### src/rtl/sc_fir_pkg.sv
// Shared constants and types for the stochastic-computing FIR front end:
// default geometry, LFSR defaults and the sequencer state encoding.
package sc_fir_pkg;

  localparam int unsigned SC_N     = 11;
  localparam int unsigned SC_ORDER = 9;
  localparam int unsigned POW2N_M1 = (1 << SC_N) - 1;

  // x^11 + x^9 + 1: feedback from bits 10 and 8, maximal length 2047.
  localparam logic [SC_N-1:0] LFSR_TAPS_DEFAULT = 11'h500;
  localparam logic [SC_N-1:0] LFSR_SEED_DEFAULT = 11'h001;

  typedef enum logic [1:0] {
    IDLE  = 2'd0,
    START = 2'd1,
    RUN   = 2'd2
  } seq_state_e;

endpackage

### src/rtl/sc_lfsr.sv
// W-bit Fibonacci LFSR: shifts left, new LSB is the parity of the tapped bits.
// load has priority over enable; the register resets to RST_VAL.
module sc_lfsr #(
  parameter int unsigned    W       = 11,
  parameter logic [W-1:0]   RST_VAL = {{(W-1){1'b0}}, 1'b1}
) (
  input  logic         clock,
  input  logic         reset_n,
  input  logic         load,
  input  logic         enable,
  input  logic [W-1:0] seed,
  input  logic [W-1:0] taps,
  output logic [W-1:0] q
);

  logic [W-1:0] state_q, state_d;

  always_comb begin
    state_d = state_q;
    if (load) begin
      state_d = seed;
    end else if (enable) begin
      state_d = {state_q[W-2:0], ^(state_q & taps)};
    end
  end

  always_ff @(posedge clock or negedge reset_n) begin
    if (!reset_n) begin
      state_q <= RST_VAL;
    end else begin
      state_q <= state_d;
    end
  end

  assign q = state_q;

endmodule

### src/rtl/sc_fir_sequencer.sv
// Input stage and window sequencer for the SC FIR: accepts samples into the
// tap delay line, runs one 2^N-cycle HWA window per sample, captures the count.
module sc_fir_sequencer
  import sc_fir_pkg::*;
#(
  parameter int unsigned  N         = SC_N,
  parameter int unsigned  ORDER     = SC_ORDER,
  parameter logic [N-1:0] LFSR_TAPS = LFSR_TAPS_DEFAULT,
  parameter logic [N-1:0] LFSR_SEED = LFSR_SEED_DEFAULT
) (
  input  logic                 clock,
  input  logic                 reset_n,
  input  logic [N:0]           sample_in,
  input  logic                 sample_valid,
  output logic                 sample_ready,
  output logic [ORDER:0][N:0]  taps_out,
  output logic                 start,
  output logic [N-1:0]         sel_bits,
  output logic [N-1:0]         R_y,
  input  logic [N:0]           hwa_out,
  input  logic                 hwa_done,
  output logic [N:0]           result,
  output logic                 result_valid
);

  // Reset asserts asynchronously but is released on a clock edge two flops later.
  logic rst_meta_q, rst_int_n_q;

  always_ff @(posedge clock or negedge reset_n) begin
    if (!reset_n) begin
      rst_meta_q  <= 1'b0;
      rst_int_n_q <= 1'b0;
    end else begin
      rst_meta_q  <= 1'b1;
      rst_int_n_q <= rst_meta_q;
    end
  end

  seq_state_e          state_q, state_d;
  logic [N-1:0]        sel_q, sel_d;
  logic [ORDER:0][N:0] taps_q, taps_d;
  logic [N:0]          result_q, result_d;
  logic                result_valid_q, result_valid_d;
  logic                seq_err_q, seq_err_d;

  logic sel_last;
  logic hwa_done_exp;
  logic lfsr_load;
  logic lfsr_en;

  assign sel_last     = (sel_q == {N{1'b1}});
  assign hwa_done_exp = (state_q == RUN) && sel_last;

  // NOTE: every signal written here gets a default first, so no path can
  // leave one unassigned and infer a latch.
  always_comb begin
    state_d        = state_q;
    sel_d          = sel_q;
    taps_d         = taps_q;
    result_d       = result_q;
    result_valid_d = 1'b0;
    seq_err_d      = seq_err_q | (hwa_done != hwa_done_exp);
    sample_ready   = 1'b0;
    start          = 1'b0;
    lfsr_load      = 1'b0;
    lfsr_en        = 1'b0;

    unique case (state_q)
      IDLE: begin
        sample_ready = 1'b1;
        if (sample_valid) begin
          taps_d  = {taps_q[ORDER-1:0], sample_in};
          state_d = START;
        end
      end
      START: begin
        start     = 1'b1;
        lfsr_load = 1'b1;
        sel_d     = '0;
        state_d   = RUN;
      end
      RUN: begin
        lfsr_en = 1'b1;
        if (sel_last) begin
          // The counter stops at its maximum and is cleared on the way out.
          result_d       = hwa_out;
          result_valid_d = 1'b1;
          sel_d          = '0;
          state_d        = IDLE;
        end else begin
          sel_d = sel_q + 1'b1;
        end
      end
      default: begin
        state_d = IDLE;
      end
    endcase
  end

  // NOTE: state registers use non-blocking assignments so every flop samples
  // pre-edge values regardless of statement order.
  // NOTE: the delay line is plain flops, not a RAM, so it is reset with the
  // rest of the state; a reset must leave every tap at zero.
  always_ff @(posedge clock or negedge rst_int_n_q) begin
    if (!rst_int_n_q) begin
      state_q        <= IDLE;
      sel_q          <= '0;
      taps_q         <= '0;
      result_q       <= '0;
      result_valid_q <= 1'b0;
      seq_err_q      <= 1'b0;
    end else begin
      state_q        <= state_d;
      sel_q          <= sel_d;
      taps_q         <= taps_d;
      result_q       <= result_d;
      result_valid_q <= result_valid_d;
      seq_err_q      <= seq_err_d;
    end
  end

  sc_lfsr #(
    .W       (N),
    .RST_VAL (LFSR_SEED)
  ) u_lfsr (
    .clock   (clock),
    .reset_n (rst_int_n_q),
    .load    (lfsr_load),
    .enable  (lfsr_en),
    .seed    (LFSR_SEED),
    .taps    (LFSR_TAPS),
    .q       (R_y)
  );

  assign taps_out     = taps_q;
  assign sel_bits     = sel_q;
  assign result       = result_q;
  assign result_valid = result_valid_q;

  // hwa_done disagreeing with the sequencer's own view of the window is fatal in simulation.
  seq_err_chk: assert property (@(posedge clock) disable iff (!rst_int_n_q) !seq_err_q);

endmodule

### config.mk
export PLATFORM = sky130hd
export DESIGN_NAME = sc_fir_sequencer
export DESIGN_NICKNAME = d
export VERILOG_FILES = /design/src/rtl/sc_fir_pkg.sv /design/src/rtl/sc_lfsr.sv /design/src/rtl/sc_fir_sequencer.sv
export SDC_FILE = /design/constraint.sdc
export NUM_CORES = 1
export LEC_CHECK = 0
export CAP_MARGIN = 20
export CORE_MARGIN = 1.5
export CORE_UTILIZATION = 51
export CTS_CLUSTER_DIAMETER = 50
export DETAILED_ROUTE_END_ITERATION = 8
export PLACE_DENSITY_LB_ADDON = 0.1
export SLEW_MARGIN = 10
export SYNTH_ARGS = -nofsm -noshare
export SYNTH_HDL_FRONTEND = slang
export SYNTH_SLANG_ARGS = --single-unit
### constraint.sdc
create_clock -name clock -period 13.1 [get_ports clock]
set_clock_uncertainty 0.2 [all_clocks]
set_input_delay 2.62 -clock clock [delete_from_list [all_inputs] [get_ports clock]]
set_output_delay 2.62 -clock clock [all_outputs]
set_load 0.05 [all_outputs]
==> results.sh, run 1 <==
export IMPL_initial_core_util_pct=52.2
export IMPL_synth_edf_count=0
export IMPL_fp_row_count=40
export IMPL_grt_use_total_pct=20.7
export IMPL_portBuffers=183
export IMPL_dieArea_um2=12900
export IMPL_cts_max_level=4
export IMPL_hold_class="register to register"
export IMPL_setup_tns_ns=0
export IMPL_status="complete, no violations"
export IMPL_max_freq_ghz=0.198
export IMPL_slew_viol_final=0
export IMPL_cp_required_ns=10.28
export IMPL_cp_slowest_stage_delay_ns=0.88
export IMPL_drive_above_1_share_pct=27.7
export IMPL_yosysTopAreaCell="dfrtp_1"
export IMPL_synth_cells=414
export IMPL_grt_first_pass_wirelength_um=20500
export IMPL_hold_buffers=0
export IMPL_n_antenna_cell=0
export IMPL_antenna_found_initial=0
export IMPL_grtUsageMet3_pct=8.24
export IMPL_ioPinCount=185
export IMPL_synthesis_area_um2=6240
export IMPL_met1_usage_pct=26.7
export IMPL_area_growth_pct=41.0
export IMPL_fin_crit_ns=5.04
export IMPL_synth_compound_area_share_pct=3.77
export IMPL_cts_tree="built"
export IMPL_viasPerCell=5.26
export IMPL_cpMaxStageDelayCell="clkdlybuf4s50_1"
export IMPL_synthSimpleGateAreaFrac_pct=4.69
export IMPL_period_share_pct=38.5
export IMPL_end_kind="primary output"
export IMPL_async_flop_share_pct=100
export IMPL_worstSetupPathType="register to primary output"
export IMPL_critPathMaxFanout=13
export IMPL_numCtsBuffers=17
export IMPL_crit_arrival_ns=2.22
export IMPL_clk_pin_slew_worst_paths_ns=0.06
export IMPL_synth_seq_cells=159
export IMPL_dp_hpwl_um=8750
export IMPL_whs_ns=0.157
export IMPL_synth_xor_area_share_pct=0.281
export IMPL_cts_root_buffer="clkbuf_16"
export IMPL_synthAdderAreaFrac_pct=1.00
export IMPL_overflow=0
export IMPL_tightest_slew_ns=1.06
export IMPL_post_cts_resized=0
export IMPL_synth_top_family_by_area="multiplexers"
export IMPL_synth_top_area_share_pct=63.4
export IMPL_rsz0062_at_grt="false"
export IMPL_synth_area_leaders="dfrtp_1 63%, mux2_2 24%, nand3b_1 1.3%"
export IMPL_cap_viol_max_count=0
export IMPL_synthMuxAreaShare_pct=24.0
export IMPL_wl_per_cell_um=17.1
export IMPL_core_um2=12000
export IMPL_grt_max_degree=91
export IMPL_min_delay_start="rst_meta_q$_DFF_PN0_"
export IMPL_setup_viol=0
export IMPL_yosys_warnings=0
export IMPL_vias=3985
export IMPL_yosysMostFrequentCell="dfrtp_1"
export IMPL_use_met2_pct=31.4
export IMPL_post_cts_buffers=0
export IMPL_fp_dieW_um=114
export IMPL_antenna_left=0
export IMPL_cts_sink_count=159
export IMPL_r2r_start="state_q[0]$_DFFE_PN0P_"
export IMPL_clk_path_buf_depth=2
export IMPL_synth_ff_type="dfrtp_1"
export IMPL_worstPathCellList="inv_1 > ha_1 > clkdlybuf4s50_1"
export IMPL_yosysSeqAreaShare_pct=63.8
export IMPL_startpoint="state_q[1]$_DFFE_PN0P_"
export IMPL_slew_headroom_pct=29.4
export IMPL_nets=632
export IMPL_clock_latency_ns=0.42
export IMPL_finalHoldViolCount=0
export IMPL_synthTopCellsByCount="158 x dfrtp_1, 132 x mux2_2, 16 x inv_1"
export IMPL_totalWireLength_um=12900
export IMPL_syn_area_per_cell_um2=15.1
export IMPL_dr_pass1_iters=6
export IMPL_die_height_um=114
export IMPL_setup_worst_path_start_class="register"
export IMPL_drt_first_iter_violations=156
export IMPL_drcViolationCount=0
export IMPL_synth_nets=447
export IMPL_yosys_cell_types_count=39
export IMPL_grt_pass1_vias=3930
export IMPL_top_usage_layer="met2"
export IMPL_place_congestion=0.819
export IMPL_fillers=823
-- layout by cell type (no fill, tap or decap), types with 3 or more instances in the layout --
cell type | synthesis | layout
nand4_1 | 3 | 3
o211ai_1 | 4 | 4
o311ai_0 | 3 | 3
nand3_1 | 3 | 3
dfrtp_1 | 158 | 157
ha_1 | 5 | 5
clkinv_2 | 0 | 3
clkbuf_8 | 0 | 7
nand3b_1 | 11 | 11
mux2_2 | 132 | 132
nand2_1 | 9 | 8
clkbuf_16 | 0 | 17
inv_1 | 16 | 16
clkdlybuf4s50_1 | 0 | 183
nand2b_1 | 5 | 5
o21ai_0 | 15 | 15
-- worst max-delay path, delay by kind of cell (launching register included) --
| family | cells | cell delay, ns |
|---|---|---|
| adder cells (fa/ha/maj) | 1 | 0.39 |
| buffers and inverters | 2 | 1.00 |
| flip-flops | 1 | 0.41 |
-- metal layers --
metal | vias up | wire length [um]
met2 | 138 | 6170
met1 | 1983 | 5520
met4 | 0 | 247
li1 | 1846 | -
met5 | - | 0
met3 | 18 | 993
-- flip-flops by register name, summed over array words and instances, names as in the netlist --
register      flops
taps_out        120
u_lfsr.q         11
result_valid      1
result           12
sel_bits         11
state_q           2
rst_meta_q        1
rst_int_n_q       1
-- path summary, 6_finish.rpt --
path	slack, ns	to	cells after the start
max in group asynchronous	10.41	rst_int_n_q$_DFF_PN0_	1
worst max-delay path	8.06	start	3
worst min-delay path	0.16	rst_int_n_q$_DFF_PN0_	0
worst max register to register	10.26	taps_out[6]$_DFFE_PN0P_	5
min in group asynchronous	0.24	sel_bits[4]$_DFFE_PN0P_	0
worst min register to register	0.16	rst_int_n_q$_DFF_PN0_	0
-- cell families after synthesis --
group / count (synthesis)
flops: 159
mux: 133
simple gates: 44
compound gates: 35
buf+inv: 35
fa+ha+maj: 5
xor+xnor: 2
other cells: 1
-- per-stage QoR --
stage	setup WS, ns	cells	util [%]	cell area (um^2)
floorplan	8.14	414	-	6240
detailed placement	7.86	727	68.5	8190
global route	7.96	758	73.6	8800
CTS	8.05	758	73.5	8790
global placement	7.90	727	68.5	8190
finish	8.06	758	73.6	8800
-- cell type report --
| type | count | area, um^2 | area share, % |
|---|---|---|---|
| well taps | 147 | 184 | 2.09 |
| multi-input cells | 220 | 2120 | 24.0 |
| clock inverters | 5 | 75.1 | 0.853 |
| repair buffers | 185 | 1850 | 21.0 |
| clock buffers | 26 | 529 | 6.02 |
| flip-flops and latches | 159 | 3980 | 45.3 |
| inverters | 16 | 60.1 | 0.683 |
Power of run 1 is left out: the tool's default activity adds up to more than one toggle a clock period on the data nets, which glitch-free logic cannot reach.
==> run 2, diff against run 1 <==
CORE_UTILIZATION = 47   (was 51)
clock period = 5.2 ns   (was 13.1 ns; I/O delays follow)
==> run 2 against run 1 <==
Compared with the run above: final area grew 0.70%; clock-buffer cell count down 5; hold slack got worse by 0.097 ns; largest cell class unchanged; global-route usage down 1.7 points.
==> results.sh, run 2 (same netlist as run 1, synthesis figures left out) <==
export IMPL_status="complete, no violations"
export IMPL_worstSetupPathType="register to primary output"
export IMPL_wl_per_cell_um=15.9
export IMPL_place_congestion=0.812
export IMPL_grt_max_degree=129
export IMPL_ioPinCount=185
export IMPL_final_area_um2=8860
export IMPL_cap_viol_max_count=0
export IMPL_area_sequential_um2=3980
export IMPL_clk_pin_slew_worst_paths_ns=0.06
export IMPL_cts_tree="built"
export IMPL_fin_crit_ns=3.45
export IMPL_antenna_left=0
export IMPL_final_common_cell="clkdlybuf4s50_1"
export IMPL_finalHoldViolCount=0
export IMPL_portBuffers=183
export IMPL_n_antenna_cell=0
export IMPL_totalWireLength_um=12400
export IMPL_hold_buffers=0
export IMPL_fp_dieW_um=118
export IMPL_critPathMaxFanout=13
export IMPL_max_freq_ghz=0.290
export IMPL_cp_required_ns=3.96
export IMPL_crit_arrival_ns=2.21
export IMPL_slew_headroom_pct=29.7
export IMPL_numCtsBuffers=17
export IMPL_cpMaxStageDelayCell="clkdlybuf4s50_1"
export IMPL_rsz0062_at_grt="false"
export IMPL_clk_path_buf_depth=2
export IMPL_overflow=0
export IMPL_nets=632
export IMPL_end_kind="primary output"
export IMPL_core_um2=12800
export IMPL_cts_root_buffer="clkbuf_16"
export IMPL_hold_class="register to asynchronous set/reset pin"
export IMPL_dieArea_um2=14000
export IMPL_cts_max_level=4
export IMPL_initial_core_util_pct=48.8
export IMPL_grt_pass1_vias=4119
export IMPL_viasPerCell=5.17
export IMPL_post_cts_buffers=0
export IMPL_grt_use_total_pct=19.1
export IMPL_cp_num_buf_inv=2
export IMPL_setup_viol=0
export IMPL_drive_above_1_share_pct=27.1
export IMPL_post_cts_resized=0
export IMPL_die_height_um=118
export IMPL_dp_hpwl_um=8530
export IMPL_drcViolationCount=0
export IMPL_vias=4030
export IMPL_fp_row_count=41
export IMPL_area_growth_pct=42.0
export IMPL_grt_first_pass_wirelength_um=21100
export IMPL_dr_pass1_iters=4
export IMPL_tightest_slew_ns=1.05
export IMPL_largest_reg_flops=120
export IMPL_critPathTopFamily="buffers and inverters"
export IMPL_drt_first_iter_violations=182
export IMPL_period_share_pct=66.3
export IMPL_slew_viol_final=0
export IMPL_worstPathCellList="inv_1 > ha_1 > clkdlybuf4s50_1"
export IMPL_fillers=907
export IMPL_multiInputGateArea_um2=2120
export IMPL_final_cell_mix="183 x clkdlybuf4s50_1, 157 x dfrtp_1, 132 x mux2_2"
export IMPL_cts_sink_count=159
export IMPL_antenna_found_initial=0
export IMPL_setup_tns_ns=0
export IMPL_post_dp_cell_area_um2=8250
export IMPL_cp_slowest_stage_delay_ns=0.89
export IMPL_clock_latency_ns=0.41
export IMPL_setup_worst_path_start_class="register"
==> run 2: cell count changes in the layout (fill, tap and decap cells not counted), sizes merged <==
cell,delta
clkinv,-2
bufinv,+3
clkbuf,-5
clkinvlp,+1
==> run 2: routing by layer <==
metal  vias up  global-route usage (%)  wire length [um]
met5         -                       0                 0
met4         0                    7.32               244
met3        23                    7.67               966
met2       138                    28.6              5640
met1      2008                    24.9              5590
li1       1861                       -                 -
==> run 2: area by class of cell <==
class,instances,area share [%]
clock buffer,21,5.08
inverter,16,0.678
sequential,159,45.0
tap,172,2.43
timing repair buffer,185,21.1
multi-input combinational,220,23.9
clock inverter,7,1.84
==> run 2: worst paths after layout <==
kind                                   startpoint                       end  slack [ns]  depth (start not counted)
min in group clock           rst_meta_q$_DFF_PN0_     rst_int_n_q$_DFF_PN0_        0.16                          0
max                        state_q[1]$_DFFE_PN0P_                     start        1.75                          3
min reg2reg                 rst_int_n_q$_DFF_PN0_   sel_bits[6]$_DFFE_PN0P_        0.06                          0
max reg2reg                state_q[0]$_DFFE_PN0P_   sel_bits[5]$_DFFE_PN0P_        2.60                          5
min                         rst_int_n_q$_DFF_PN0_   sel_bits[6]$_DFFE_PN0P_        0.06                          0
max in group asynchronous   rst_int_n_q$_DFF_PN0_  taps_out[11]$_DFFE_PN0P_        3.74                          1
==> run 2: metrics by stage <==
| step | cells | util, % | hold slack, ns | setup slack [ns] |
|---|---|---|---|---|
| 6_report | 780 | 69.4 | 0.0599 | 1.75 |
| 5_1_grt | 780 | 69.4 | 0.106 | 1.67 |
| 4_1_cts | 780 | 69.4 | 0.0795 | 1.76 |
| 3_5_place_dp | 752 | 64.6 | 0.0726 | 1.87 |
| 3_3_place_gp | 752 | 64.6 | 0.0680 | 1.91 |
| 2_1_floorplan | 414 | - | 0.131 | 0.243 |
Power of run 2 is left out for the same reason.
==> RTL change, RTL diff (config.mk and constraints of run 2) <==
The package constant `SC_ORDER` goes from 9 to 18.
--- a/src/rtl/sc_fir_pkg.sv
+++ b/src/rtl/sc_fir_pkg.sv
@@ -3,7 +3,7 @@
 package sc_fir_pkg;
 
   localparam int unsigned SC_N     = 11;
-  localparam int unsigned SC_ORDER = 9;
+  localparam int unsigned SC_ORDER = 18;
   localparam int unsigned POW2N_M1 = (1 << SC_N) - 1;
 
   // x^11 + x^9 + 1: feedback from bits 10 and 8, maximal length 2047.
Interface: changed (resized taps_out); port bits go from 185 to 293. The function was not compared with the original's and may differ.
==> RTL change against run 2 <==
  * Core utilization down 1.3 points
  * Area after synthesis increased by 64%
  * Sequential share of layout area is 1.5 points higher
  * Worst setup slack worse by 0.079 ns
  * Sequential cell count rose by 108
  * Routed wire length rose by 80%
  * Cell area up 62%
Power is left out: the tool's default activity adds up to more than one toggle a clock period on the data nets, which glitch-free logic cannot reach.
==> RTL change: results (changes against run 2) <==
status: "completed"  # unchanged
synth_commonest_cells: "266 x dfrtp_1, 235 x mux2_2, 23 x buf_2"  # was 158 x dfrtp_1, 132 x mux2_2, 16 x inv_1
nets: 969  # was 632
synth_area_leaders: "dfrtp_1 65%, mux2_2 26%, mux2_4 1.3%"  # was dfrtp_1 63%, mux2_2 24%, nand3b_1 1.3%
synth_cells: 640  # was 414
largest_reg_flops: 228  # was 120
grt_start_max_net_pins: 127  # was 129
final_layout_size_suffix_gt1_share_pct: 31.6  # was 27.1%
synth-seq-area-share_pct: 65.4  # was 63.8%
grt_util_all_layers_pct: 19.6  # was 19.1%
synth_cell_types: 32  # was 39
mappedNetlistNets: 673  # was 447
synthMuxAreaShare_pct: 27.2  # was 24.0%
cts_buffers: 30  # was 17
io_buffers: 291  # was 183
dp_hpwl_mm: 15.6  # was 8.53 mm
antenna_found_initial: 0  # unchanged
grt_pass1_wl_mm: 35.0  # was 21.1 mm
final_cells: 1230  # was 780
htreeDepth: 1  # was 4
path_clk_slew_ns: 0.06  # about the same
synth-xor-area-share_pct: 0.257  # was 0.281%
synthAdderAreaFrac_pct: 0.612  # was 1.00%
routed_via_density: 5.02  # was 5.17
critPathArrivalTime_ns: 2.29  # was 2.21 ns
gp_congestion: 0.781  # was 0.812
synth-compound-area-share_pct: 1.68  # was 3.77%
cts_buffer_depth: 3  # was 2
drtIter0Drc: 245  # was 182
clk-insertion-delay-late_ns: 0.54  # was 0.41 ns
worstHoldPathType: "reg2reg"  # was reg2async
routed_wirelength_mm: 22.4  # was 12.4 mm
postCtsSetupRepairBufs: 0  # unchanged
-- RTL change: through the flow --
step / util, % / worst slack (ns) / instance area [um^2]
6_report: 68.0 / 1.67 / 14400
5_1_grt: 68.0 / 1.56 / 14400
3_3_place_gp: 63.3 / 2.29 / 13400
2_1_floorplan: - / 0.623 / 10200
4_1_cts: 68.0 / 1.64 / 14400
3_5_place_dp: 63.3 / 2.23 / 13400
-- RTL change: cell type report --
cell class | count | area (um^2)
timing repair buffer | 296 | 2990
tap | 275 | 344
sequential | 267 | 6690
inverter | 17 | 63.8
multi-input combinational | 324 | 3310
clock buffer | 41 | 863
fill | 1463 | 6760
clock inverter | 10 | 133
-- RTL change: kinds of logic (layout without fill, tap and decap cells) --
| family | after synthesis | in the layout |
|---|---|---|
| buffers and inverters | 49 | 364 |
| AO/OA/AOI/OAI | 28 | 28 |
| multiplexers | 244 | 244 |
| other | 1 | 1 |
| AND/OR/NAND/NOR | 43 | 43 |
| flip-flops | 267 | 267 |
| adder cells (fa/ha/maj) | 5 | 5 |
| XOR/XNOR | 3 | 3 |
-- RTL change: per-layer routing --
layer,up-vias,global-route usage (%),share of wire [%],wire [um]
met2,205,32.4,49,11000
met3,36,6.27,8.6,1930
met1,3083,24.8,40,8930
met5,-,0,0,0
met4,0,5.59,2.3,518
li1,2847,-,-,-
-- RTL change: critical path: stages (launching register included) --
cell and delay (ns):
dfrtp_1 0.40, inv_1 0.11, ha_1 0.37, clkdlybuf4s50_1 0.87
-- RTL change: worst paths after layout --
| kind | startpoint | endpoint | slack, ns | cells after the start |
|---|---|---|---|---|
| setup / recovery | state_q[1]$_DFFE_PN0P_ | start | 1.67 | 3 |
| hold / removal | rst_meta_q$_DFF_PN0_ | rst_int_n_q$_DFF_PN0_ | 0.15 | 0 |
| setup reg to reg | sel_bits[0]$_DFFE_PN0P_ | result[1]$_DFFE_PN0P_ | 2.59 | 5 |
| hold reg to reg | rst_meta_q$_DFF_PN0_ | rst_int_n_q$_DFF_PN0_ | 0.15 | 0 |
| max in group asynchronous | rst_int_n_q$_DFF_PN0_ | result[2]$_DFFE_PN0P_ | 3.79 | 1 |
| min in group asynchronous | rst_int_n_q$_DFF_PN0_ | result[1]$_DFFE_PN0P_ | 0.24 | 1 |
